$ cat src/rtl/adventure_pkg.sv
// Shared definitions for the adventure game core: room codes, move directions
// and the input sequencer's controller states.
package adventure_pkg;

  localparam logic [2:0] ROOM_C   = 3'b000;
  localparam logic [2:0] ROOM_T   = 3'b001;
  localparam logic [2:0] ROOM_R   = 3'b010;
  localparam logic [2:0] ROOM_S   = 3'b011;
  localparam logic [2:0] ROOM_D   = 3'b100;
  localparam logic [2:0] ROOM_WIN = 3'b101;
  localparam logic [2:0] ROOM_DIE = 3'b110;

  typedef enum logic [1:0] {
    DIR_N = 2'd0,
    DIR_S = 2'd1,
    DIR_E = 2'd2,
    DIR_W = 2'd3
  } dir_e;

  typedef enum logic [1:0] {
    ST_PLAY  = 2'd0,
    ST_OVER  = 2'd1,
    ST_FLUSH = 2'd2
  } state_e;

  function automatic logic is_terminal(input logic [2:0] room);
    return (room == ROOM_WIN) || (room == ROOM_DIE);
  endfunction

endpackage

$ cat src/rtl/move_fifo.sv
// Synchronous FIFO for queued moves. Pointers carry one extra wrap bit so
// full and empty are distinguished without a separate occupancy counter.
module move_fifo #(
  parameter int DEPTH  = 4,
  parameter int DATA_W = 2
) (
  input  logic              clk,
  input  logic              rst_n,
  input  logic              clear,
  input  logic              push,
  input  logic              pop,
  input  logic [DATA_W-1:0] din,
  output logic [DATA_W-1:0] dout,
  output logic              full,
  output logic              empty
);

  localparam int AW = $clog2(DEPTH);

  logic [DATA_W-1:0] mem [DEPTH];
  logic [AW:0]       wr_ptr, rd_ptr;
  logic              do_push, do_pop;

  assign empty   = (wr_ptr == rd_ptr);
  assign full    = (wr_ptr[AW] != rd_ptr[AW]) && (wr_ptr[AW-1:0] == rd_ptr[AW-1:0]);
  assign do_pop  = pop & ~empty;
  // A pop in the same cycle frees a slot, so a push into a full queue is legal then.
  assign do_push = push & (~full | do_pop);
  assign dout    = mem[rd_ptr[AW-1:0]];

  always_ff @(posedge clk or negedge rst_n) begin
    if (!rst_n) begin
      wr_ptr <= '0;
      rd_ptr <= '0;
    end else if (clear) begin
      wr_ptr <= '0;
      rd_ptr <= '0;
    end else begin
      if (do_push) wr_ptr <= wr_ptr + 1'b1;
      if (do_pop)  rd_ptr <= rd_ptr + 1'b1;
    end
  end

  always_ff @(posedge clk) begin
    if (do_push) mem[wr_ptr[AW-1:0]] <= din;
  end

endmodule

$ cat src/rtl/adventure_move_ctrl.sv
// Input sequencer: button edge detect and priority, move queue toward the
// game core, and the PLAY/OVER/FLUSH controller that freezes on a terminal room.
module adventure_move_ctrl
  import adventure_pkg::*;
#(
  parameter int DEPTH = 4,
  parameter int CNT_W = 8
) (
  input  logic             clk,
  input  logic             rst_n,
  input  logic             N,
  input  logic             S,
  input  logic             E,
  input  logic             W,
  input  logic [2:0]       room,
  input  logic             restart,
  output logic             mv_valid,
  output logic [1:0]       mv_dir,
  input  logic             mv_ready,
  output logic             game_over,
  output logic             win,
  output logic [CNT_W-1:0] move_count,
  output logic             drop
);

  function automatic logic [CNT_W-1:0] sat_inc(input logic [CNT_W-1:0] v);
    return (&v) ? v : v + CNT_W'(1);
  endfunction

  state_e     state;
  logic [3:0] btn, prev_btn, press;
  logic [1:0] sel_dir, head;
  logic       play, any_press, multi, push, pop, full, empty, drop_nxt;

  assign btn       = {W, E, S, N};
  assign press     = btn & ~prev_btn;
  assign any_press = |press;
  assign multi     = (press & (press - 4'd1)) != 4'd0;
  assign play      = (state == ST_PLAY);

  always_comb begin
    sel_dir = DIR_W;
    if (press[0])      sel_dir = DIR_N;
    else if (press[1]) sel_dir = DIR_S;
    else if (press[2]) sel_dir = DIR_E;
  end

  assign mv_valid = play & ~empty;
  assign mv_dir   = mv_valid ? head : DIR_N;
  assign pop      = mv_valid & mv_ready;
  assign push     = play & any_press & (~full | pop);
  assign drop_nxt = play & any_press & (multi | (full & ~pop));

  move_fifo #(
    .DEPTH  (DEPTH),
    .DATA_W (2)
  ) u_fifo (
    .clk   (clk),
    .rst_n (rst_n),
    .clear (state == ST_FLUSH),
    .push  (push),
    .pop   (pop),
    .din   (sel_dir),
    .dout  (head),
    .full  (full),
    .empty (empty)
  );

  always_ff @(posedge clk or negedge rst_n) begin
    if (!rst_n) begin
      state      <= ST_PLAY;
      prev_btn   <= 4'b1111;
      game_over  <= 1'b0;
      win        <= 1'b0;
      move_count <= '0;
      drop       <= 1'b0;
    end else begin
      prev_btn <= btn;
      drop     <= drop_nxt;
      if (pop) move_count <= sat_inc(move_count);
      case (state)
        ST_PLAY: begin
          if (is_terminal(room)) begin
            state     <= ST_OVER;
            game_over <= 1'b1;
            win       <= (room == ROOM_WIN);
          end
        end
        ST_OVER: begin
          if (restart) begin
            state     <= ST_FLUSH;
            game_over <= 1'b0;
          end
        end
        ST_FLUSH: begin
          state      <= ST_PLAY;
          move_count <= '0;
          win        <= 1'b0;
          game_over  <= 1'b0;
        end
        default: state <= ST_PLAY;
      endcase
    end
  end

endmodule

$ cat config.mk
export PLATFORM = sky130hd
export DESIGN_NAME = adventure_move_ctrl
export DESIGN_NICKNAME = d
export VERILOG_FILES = /design/src/rtl/adventure_pkg.sv /design/src/rtl/move_fifo.sv /design/src/rtl/adventure_move_ctrl.sv
export SDC_FILE = /design/constraint.sdc
export NUM_CORES = 1
export LEC_CHECK = 0
export ABC_AREA = 1
export CORE_ASPECT_RATIO = 0.9
export CORE_UTILIZATION = 58
export CTS_CLUSTER_SIZE = 10
export DETAILED_ROUTE_END_ITERATION = 8
export GPL_TIMING_DRIVEN = 1
export PLACE_DENSITY = 0.91
export SLEW_MARGIN = 20
export SYNTH_ARGS = -nofsm -noshare
export SYNTH_HDL_FRONTEND = slang
export SYNTH_SLANG_ARGS = --single-unit
export TNS_END_PERCENT = 20
$ cat constraint.sdc
create_clock -name clk -period 4.7 [get_ports clk]
set_clock_uncertainty 0.05 [all_clocks]
set_input_delay 0.94 -clock clk [delete_from_list [all_inputs] [get_ports clk]]
set_output_delay 0.94 -clock clk [all_outputs]
set_load 0.1 [all_outputs]
==> flow_summary.ini <==
[worst_hold_path]
hold_path.class = flop to flop
holdPathStages = 2
holdPathEnd = win
min_from = win

[synthesis]
synthFlopType = dfrtp_1
syn_inst = 217
syn-mean-instance-area_um2 = 8.41
yosys.area_share.simple_pct = 29.3
async_flop_share_pct = 74.2
synth_edf_count = 8
yosysSeqAreaShare_pct = 45.0
yosys.area_share.adder_pct = 7.54
ys_warn_count = 0
synthMuxAreaShare_pct = 0
synth.net_count = 239
synth_area_um2 = 1820
synthXorXnorAreaFrac_pct = 1.92
synth_compound_area_share_pct = 7.34
ys_types = 32
synth_top_family_by_area = simple AND/OR/NAND/NOR gates
ys_seq_elements = 31

[final_layout]
finalNonFillerCells = 286
multi_input_area_um2 = 841
final_util_pct = 75.5
nFillCells = 195
layout_common_cells = nand2_1 (58), inv_1 (28), nor2_1 (25)
final_common_cell = nand2_1
fin_nets = 267
num_antenna_cells = 0
regArea_um2 = 821
drive_gt1_share_pct = 10.6
stdcell_area_um2 = 2160
area_growth_pct = 18.4

[route]
wl_per_cell_um = 12.7
wl_um = 3640
first_pass_iters = 4
drtIter0Drc = 99
ant_nets = 0
via_per_inst = 5.41
drc = 0
vias = 1548

[pwr]
powerDensity_nw_per_um2 = 684
ir_drop_mv = 0.527
power.leakage_nw = 1.04

[clock_network]
holdBufCountCts = 0
tritoncts = built
clockRootBuffer = clkbuf_4
insertion_delay_ns = 0.33
ctsLongestPathBuffers = 2
cts_buffers = 5
cts.clk_slew.worst_paths_ns = 0.10
htree_levels = 2
post_cts_buffers = 0
post_cts_resized = 0
clkSinkCount = 31

[setup_path]
worstPathArrival_ns = 2.63
crit_type = flop to output pin
crit_path_end_kind = output pin
timing.rr.start = state[0]
ff2ff_path_depth = 6
path_max_fanout = 5
reg2reg_slack_ns = 2.59
r2r_end = u_fifo.mem[1][1]
startpoint_type = flop
crit_required_ns = 3.71

[die]
chipHeight_um = 55.2
ios = 25
die_area_um2 = 3370
core_area_um2 = 2860
start_util_pct = 63.8
die_x_um = 61.1
rows = 18

[grt]
grt_max_degree = 24
grt_pass1_vias = 1459
antenna_found_initial = 0
track_usage_pct = 25.2
grt_pass1_wl_um = 6360
grt.overflow.total = 0

[placed_design]
dp.cells = 278
placed_cell_area_um2 = 2080
hpwl_um = 2620
place_congestion = 0.792
io_buffers = 24

[job]
drv_cap = 0

[timing]
tns_ns = 0
holdWs_ns = 0.483
period_needed_ns = 3.62
period_share_pct = 77.0
rsz0062_at_grt = false
finalSetupViolCount = 0
slew_headroom_pct = 34.6
report.final.slew_viol_count = 0
final_hold_viol_count = 0
tightest_slew_ns = 0.977
fmax_mhz = 276

[outcome]
status = complete, no violations
-- synthesized netlist by cell type (2+ instances only) --
| master | number | share of area [%] |
|---|---|---|
| o21ai_0 | 9 | 2.5 |
| nand4_1 | 3 | 1.0 |
| ha_1 | 11 | 7.5 |
| a21oi_1 | 5 | 1.4 |
| xor2_1 | 3 | 1.4 |
| dfrtp_1 | 19 | 26 |
| nor3_1 | 2 | 0.55 |
| nand2_1 | 58 | 12 |
| nand3_2 | 3 | 1.6 |
| nor2_2 | 2 | 0.69 |
| edfxtp_1 | 8 | 13 |
| nand3_1 | 18 | 4.9 |
| nand2_4 | 3 | 1.9 |
| nor2_1 | 25 | 5.1 |
| inv_1 | 28 | 5.8 |
| dfstp_2 | 4 | 5.8 |
-- logic make-up (layout without fill, tap and decap cells) --
| family | count (synthesis) | in the layout |
|---|---|---|
| AOI/OAI and AO/OA | 21 | 21 |
| buffers and inverters | 34 | 63 |
| xor gates and xnor gates | 4 | 4 |
| and+or+nand+nor | 116 | 116 |
| DFF | 31 | 31 |
| adders and majority gates | 11 | 11 |
-- cell type report --
class / instances / area share, %
tap: 40 / 2.32
multi-input combinational: 152 / 38.9
clock buffer: 5 / 1.74
inverter: 31 / 6.14
sequential: 31 / 38.0
clock inverter: 3 / 2.03
timing repair buffer: 24 / 10.9
-- registers in the layout, summed over array words and instances, names as in the netlist, 2 cells and up --
| name | flops |
|---|---|
| move_count | 8 |
| u_fifo.mem | 8 |
| prev_btn | 4 |
| u_fifo.rd_ptr | 3 |
| u_fifo.wr_ptr | 3 |
| state | 2 |
-- how the worst max path moves through the flow --
stage	start	to	slack, ns	cells past startpoint
floorplan	state[0]	mv_dir[0]	1.43	4
global placement	state[0]	mv_dir[1]	1.57	5
detailed placement	state[0]	mv_dir[1]	1.45	5
CTS	state[0]	mv_dir[1]	1.08	5
global route	state[0]	mv_dir[0]	0.97	5
finish	state[0]	mv_dir[1]	1.08	5
-- stage by stage --
step | total power [mW] | setup slack [ns]
after floorplan | 1.10 | 1.43
after global placement | 1.24 | 1.57
after detailed placement | 1.26 | 1.45
after CTS | 1.48 | 1.08
after global routing | 1.58 | 0.974
final | 1.48 | 1.08
-- routing by layer --
layer | vias to the layer above | GRT usage (%) | part of all wire [%]
met4 | 0 | 8.44 | 1.6
met5 | - | 0 | 0
met1 | 734 | 36.1 | 43
met2 | 57 | 37.6 | 48
met3 | 7 | 5.85 | 6.6
li1 | 750 | - | -
-- report_power, final --
| group | internal, mW | switching (mW) | leakage [nW] |
|---|---|---|---|
| clock | 0.112 | 0.0986 | 0.0452 |
| combinational | 0.235 | 0.612 | 0.633 |
| sequential | 0.346 | 0.0736 | 0.364 |
| total | 0.693 | 0.784 | 1.04 |
-- critical path, stage by stage (launching register included) --
cell and delay, ns:
dfrtp_1 0.42, inv_1 0.14, ha_1 0.31, nand2_1 0.13, a21oi_1 0.15, clkdlybuf4s50_1 1.15
No activity file was read; power rests on OpenSTA's default activity.
